<file path="config.mk">
export PLATFORM = sky130hd
export DESIGN_NAME = chan_scan_mux
export DESIGN_NICKNAME = d
export VERILOG_FILES = /design/src/rtl/chan_scan_mux_pkg.sv /design/src/rtl/chan_scan_mux_scan_cnt.sv /design/src/rtl/chan_scan_mux.sv
export SDC_FILE = /design/constraint.sdc
export NUM_CORES = 1
export LEC_CHECK = 0
export CAP_MARGIN = 20
export CORE_AREA = 2 2 55 57
export DETAILED_ROUTE_END_ITERATION = 6
export DIE_AREA = 0 0 57 59
export GPL_ROUTABILITY_DRIVEN = 0
export HOLD_SLACK_MARGIN = 0.03
export PLACE_DENSITY = 0.84
export SLEW_MARGIN = 20
export SYNTH_ARGS = -nofsm -noshare
export SYNTH_HDL_FRONTEND = slang
export SYNTH_SLANG_ARGS = --single-unit
</file>
<file path="constraint.sdc">
create_clock -name clk -period 1 [get_ports clk]
set_input_delay 0.1 -clock clk [delete_from_list [all_inputs] [get_ports clk]]
set_output_delay 0.1 -clock clk [all_outputs]
set_load 0.01 [all_outputs]
</file>
<file path="src/rtl/chan_scan_mux_pkg.sv">
// Shared types for chan_scan_mux: mode encoding, FSM state and a width helper.
package chan_scan_mux_pkg;

    localparam logic MODE_MANUAL = 1'b0;
    localparam logic MODE_SCAN   = 1'b1;

    typedef enum logic {
        MANUAL = 1'b0,
        SCAN   = 1'b1
    } state_t;

    // Bits needed to index n items; n=1 yields 0, so callers guard that case.
    function automatic int clog2(input int n);
        int r;
        r = 0;
        for (int v = n - 1; v > 0; v = v >> 1)
            r++;
        return r;
    endfunction

endpackage

</file>
<file path="src/rtl/chan_scan_mux_scan_cnt.sv">
// Dwell counter and channel index for scan mode; wrap is a registered pulse
// that is high for the one cycle after idx returns from CH-1 to 0.
module scan_cnt
    import chan_scan_mux_pkg::*;
#(
    parameter int CH    = 4,
    parameter int DWELL = 4,
    localparam int SELW = clog2(CH)
) (
    input  logic            clk,
    input  logic            rst,
    input  logic            clr,
    input  logic            en,
    output logic [SELW-1:0] idx,
    output logic            wrap
);

    localparam int CW = (DWELL > 1) ? clog2(DWELL) : 1;

    logic [CW-1:0] cnt;
    logic          last_dwell;
    logic          last_ch;
    logic          advance;

    assign last_dwell = (cnt == CW'(DWELL - 1));
    assign last_ch    = (idx == SELW'(CH - 1));
    assign advance    = en & last_dwell;

    always_ff @(posedge clk) begin
        if (rst || clr) begin
            cnt  <= '0;
            idx  <= '0;
            wrap <= 1'b0;
        end else begin
            wrap <= advance & last_ch;
            if (en) begin
                if (last_dwell) begin
                    cnt <= '0;
                    idx <= last_ch ? '0 : idx + 1'b1;
                end else begin
                    cnt <= cnt + 1'b1;
                end
            end
        end
    end

endmodule

</file>
<file path="src/rtl/chan_scan_mux.sv">
// Channel multiplexer with manual select or timed round-robin scan.
// All outputs registered, latency one cycle from the sampled inputs.
module chan_scan_mux
    import chan_scan_mux_pkg::*;
#(
    parameter int WIDTH = 8,
    parameter int CH    = 4,
    parameter int DWELL = 4,
    localparam int SELW = clog2(CH)
) (
    input  logic                clk,
    input  logic                rst,
    input  logic [CH*WIDTH-1:0] din,
    input  logic [SELW-1:0]     sel,
    input  logic                mode,
    input  logic                en,
    output logic [WIDTH-1:0]    out,
    output logic [SELW-1:0]     out_ch,
    output logic                out_valid,
    output logic                wrap
);

    state_t          state;
    state_t          next_state;
    logic [SELW-1:0] idx;
    logic            cnt_wrap;
    logic [SELW-1:0] scan_idx;
    logic [WIDTH-1:0] out_d;
    logic [SELW-1:0] ch_d;
    logic            valid_d;
    logic            wrap_d;

    // Counter is held cleared in MANUAL so the first SCAN cycle already counts toward dwell.
    scan_cnt #(
        .CH    (CH),
        .DWELL (DWELL)
    ) u_scan_cnt (
        .clk  (clk),
        .rst  (rst),
        .clr  (next_state == MANUAL),
        .en   (en),
        .idx  (idx),
        .wrap (cnt_wrap)
    );

    always_ff @(posedge clk) begin
        if (rst)
            state <= MANUAL;
        else
            state <= next_state;
    end

    always_comb begin
        next_state = (mode == MODE_SCAN) ? SCAN : MANUAL;
    end

    always_comb begin
        scan_idx = (state == MANUAL) ? '0 : idx;
        out_d    = '0;
        if (next_state == SCAN) begin
            ch_d    = scan_idx;
            valid_d = 1'b1;
            wrap_d  = cnt_wrap;
        end else begin
            ch_d    = sel;
            valid_d = (int'(sel) < CH);
            wrap_d  = 1'b0;
        end
        // Select values at or above CH match no channel and leave out_d at zero.
        for (int k = 0; k < CH; k++) begin
            if (ch_d == SELW'(k))
                out_d = din[k*WIDTH +: WIDTH];
        end
    end

    always_ff @(posedge clk) begin
        if (rst) begin
            out       <= '0;
            out_ch    <= '0;
            out_valid <= 1'b0;
            wrap      <= 1'b0;
        end else begin
            out       <= out_d;
            out_ch    <= ch_d;
            out_valid <= valid_d;
            wrap      <= wrap_d;
        end
    end

endmodule

</file>
==> qor_table.md, run 1 <==
| Parameter | Value |
| --- | --- |
| Depth of the worst register-to-register path | 4 |
| Unique masters post-synth | 25 |
| # Max-Cap Violations | 0 |
| Cell count after synthesis | 102 |
| Synth Area in XOR/XNOR | 0% |
| Sequential cell area fraction in the yosys report | 39.3% |
| Crit share post-route | 111% |
| CTS tree | done |
| Cell at the root of the clock tree | sky130_fd_sc_hd__clkbuf_4 |
| Kind of start point of the critical path | flip-flop |
| Die width | 57 um |
| Maximum number of buffers from clock root to sink | 2 |
| Insertion delay to the later sink of the worst-skew pair | 0.29 ns |
| Data required time at the worst endpoint | 1.17 ns |
| Shortest period the worst path allows | 1.11 ns |
| Wire length of the first global-routing pass | 4490 um |
| Number of global-route vias before repair | 1,045 |
| HPWL after detailed placement | 2250 um |
| Post-Route Setup TNS | -0.634 ns |
| Number of failing setup endpoints in the final timing report | 10 |
| Primary flip-flop cell chosen by synthesis mapping | sky130_fd_sc_hd__dfxtp_1 |
| Proportion of netlist area held by the largest area contributor | 39.3% |
| FF+latch count, synth | 18 |
| Final Hold Violating Endpoints | 0 |
| Post-synthesis async set-or-reset flop share | 0% |
| Floorplan die height | 59 um |
| Post-synthesis compound-gate area fraction | 25.4% |
| FF-to-FF End | out[1] |
| Failing checks | negative setup slack |
| Total Routed Length | 2870 um |
| Yosys top cell by area | sky130_fd_sc_hd__dfxtp_1 |
| Adder and majority cell fraction of the synthesized area | 2.73% |
| Instance area after placement | 0.00153 mm2 |
| Post-synth EDFFs | 0 |
| Number of CTS-inserted buffers | 3 |
| CORE AREA | 0.00271 mm2 |
| DRC violations left | 0 |
| Worst hold endpoint | state |
| Number of warning messages in the yosys log | 0 |
| Number of sinks on the clock net | 18 |
| Number of diodes added for antenna fixing | 0 |
| ANT nets after route | 0 |
| Worst hold path startpoint | mode |
| Post-Synth Simple-Gate Area | 25.4% |
| Total number of nets in the final design | 207 |
| VDD IR-drop max | 748 uV |
| Transition time at the pin with the least slew margin | 0.303 ns |
| Num ports | 50 |
| Layout cells sized above 1 | 21.7% |
| Detailed Routing Iterations Pass 1 | 4 |
| Area growth, synth to finish | 76.0% |
| Kind of end point of the critical path | flip-flop |
| Static leakage power | 0.629 nW |
| Largest fanout on the critical path | 8 |
| Synth Cell Area | 917 um2 |
| Final standard cell utilization of the core | 59.6% |
| Largest cells by area after synthesis | sky130_fd_sc_hd__dfxtp_1 39%, sky130_fd_sc_hd__or4b_1 8.7%, sky130_fd_sc_hd__a311oi_1 7.6% |
| Max frequency | 902 MHz |
| Final setup skew | 0.00252 ns |
| Leftover overflow at the end of global routing | 0 |
| Critical Setup Path Class | flip-flop to flip-flop |
| Largest family of logic cells by synthesized area | compound AO/OA/AOI/OAI gates |
| Tightest slew margin relative to the limit | 79.8% |
| Pin count of the biggest net entering global routing | 12 |
| Final worst slack | -0.108 ns |
| Critical path data arrival time | 1.28 ns |
| Mux contribution to synthesized area | 3.27% |
| Run status | complete, but fails checks |
| Post-Syn Nets | 142 |
| Unrepaired setup endpoints after global routing | true |
| Final-layout fill cell count | 258 |
| Number of cells on the worst hold path | 4 |
| Post-CTS Setup Repair Bufs | 0 |
| Syn_area_per_cell | 8.99 um2 |
| Antenna violations before repair | 0 |
| Reg2reg setup slack | -0.11 ns |
| Critical register-to-register path startpoint | u_scan_cnt.idx[0] |
| Number of hold buffers added after cts | 0 |
| Drt wl/cell | 14.5 um |
| Classification of the worst-slack hold path | input pin to flip-flop |
| Power per cell area | 986 mW/mm2 |
| Via count | 1,053 |
| Floorplan row count | 19 |
| Effective utilization at floorplan | 33.8% |
| Number of DRC violations after detailed-routing iteration 0 | 37 |
| Count of port buffers added during placement | 49 |
| Overall die area | 0.00336 mm2 |
| Via-to-Cell Ratio | 5.35 |
| Clock slew seen by the registers of the worst setup and hold paths | 0.11 ns |
| H-Tree Depth | 1 |
| Final standard cell area without fillers | 0.00161 mm2 |
| Final Slew Violations | 0 |
| Global-route usage over all layers | 17.2% |
kinds of logic (layout without fill, tap and decap cells):
logic type,after synthesis,in the layout
multiplexers,3,3
AO/OA/AOI/OAI,35,35
adder cells (fa/ha/maj),2,2
flip-flops,18,18
AND/OR/NAND/NOR,37,37
buffers and inverters,7,71
repair_timing:
item                                    in CTS  in global routing
resized for setup                           29                 17
pin swaps                                    5                  4
endpoints found under the setup margin      23                 20
cloned                                       1                  0
power breakdown:
group	switching, mW	leakage (nW)	internal, mW
Combinational	0.144	0.458	0.232
Clock	0.232	0.0210	0.222
Sequential	0.0121	0.150	0.749
layout by cell type (no fill, tap or decap), types with 7 or more instances in the layout:
master	instances
sky130_fd_sc_hd__o211ai_1	8
sky130_fd_sc_hd__clkdlybuf4s50_1	34
sky130_fd_sc_hd__dfxtp_1	15
sky130_fd_sc_hd__clkdlybuf4s15_1	8
sky130_fd_sc_hd__a311oi_1	7
sky130_fd_sc_hd__o21ai_0	8
sky130_fd_sc_hd__buf_4	12
sky130_fd_sc_hd__or4b_1	8
sky130_fd_sc_hd__nand3_1	11
sky130_fd_sc_hd__a21oi_1	10
routing by layer:
metal,GRT usage [%],wire length (um)
met1,17.3,1040
met2,35.3,1620
met3,3.49,183
met4,4.98,15
met5,0,0
synthesized netlist by cell type (2+ instances only):
master / number
sky130_fd_sc_hd__clkbuf_1: 2
sky130_fd_sc_hd__a311oi_1: 8
sky130_fd_sc_hd__nor2_1: 7
sky130_fd_sc_hd__dfxtp_1: 18
sky130_fd_sc_hd__buf_2: 2
sky130_fd_sc_hd__nand3_1: 11
sky130_fd_sc_hd__a21oi_1: 10
sky130_fd_sc_hd__o21ai_0: 8
sky130_fd_sc_hd__ha_1: 2
sky130_fd_sc_hd__nand2_1: 3
sky130_fd_sc_hd__mux2i_1: 3
sky130_fd_sc_hd__o211ai_1: 8
sky130_fd_sc_hd__or4b_1: 8
final cells by class:
class	count	area, um2	area share [%]
timing repair buffer	65	606	37.5
tap	31	38.8	2.40
clock buffer	4	36.3	2.25
multi-input combinational	77	557	34.5
inverter	2	7.51	0.465
sequential	18	369	22.9
flip-flops by register name (all words and copies together) (netlist names):
signal           count
u_scan_cnt.wrap      1
out_valid            1
out                  8
u_scan_cnt.cnt       2
out_ch               2
u_scan_cnt.idx       2
wrap                 1
state                1
worst max-delay path by stage:
stage,start,endpoint,slack [ns],cells after the start
2_1_floorplan,u_scan_cnt.idx[0],out[6],-0.04,3
3_3_place_gp,mode,out[7],-0.51,5
3_5_place_dp,mode,out[1],-0.56,7
4_1_cts,u_scan_cnt.idx[0],out[1],-0.09,4
5_1_grt,u_scan_cnt.idx[0],out[1],-0.15,4
6_report,u_scan_cnt.idx[0],out[1],-0.11,4
worst max-delay path, cell delays in order, from the launching register on:
cell and delay, ns:
sky130_fd_sc_hd__dfxtp_4 0.37, sky130_fd_sc_hd__nand4b_1 0.18, sky130_fd_sc_hd__buf_6 0.15, sky130_fd_sc_hd__o211ai_1 0.22
sky130_fd_sc_hd__a311oi_2 0.06
per-stage QoR:
stage | setup WS (ns) | power, mW | hold slack [ns] | cells
global placement | -0.509 | 1.16 | 0.418 | 192
detailed placement | -0.557 | 1.17 | 0.416 | 192
CTS | -0.0872 | 1.61 | 0.364 | 197
floorplan | -0.0352 | 0.908 | 0.169 | 102
global route | -0.149 | 1.67 | 0.388 | 197
finish | -0.108 | 1.59 | 0.376 | 197
Note: power is estimated with default switching activity, not from simulation.
==> run 2, diff against run 1 <==
SLEW_MARGIN = 10   (was 20)
==> results of run 2 <==
Same layout as run 1: the final DEF is identical, and so are final timing and power.
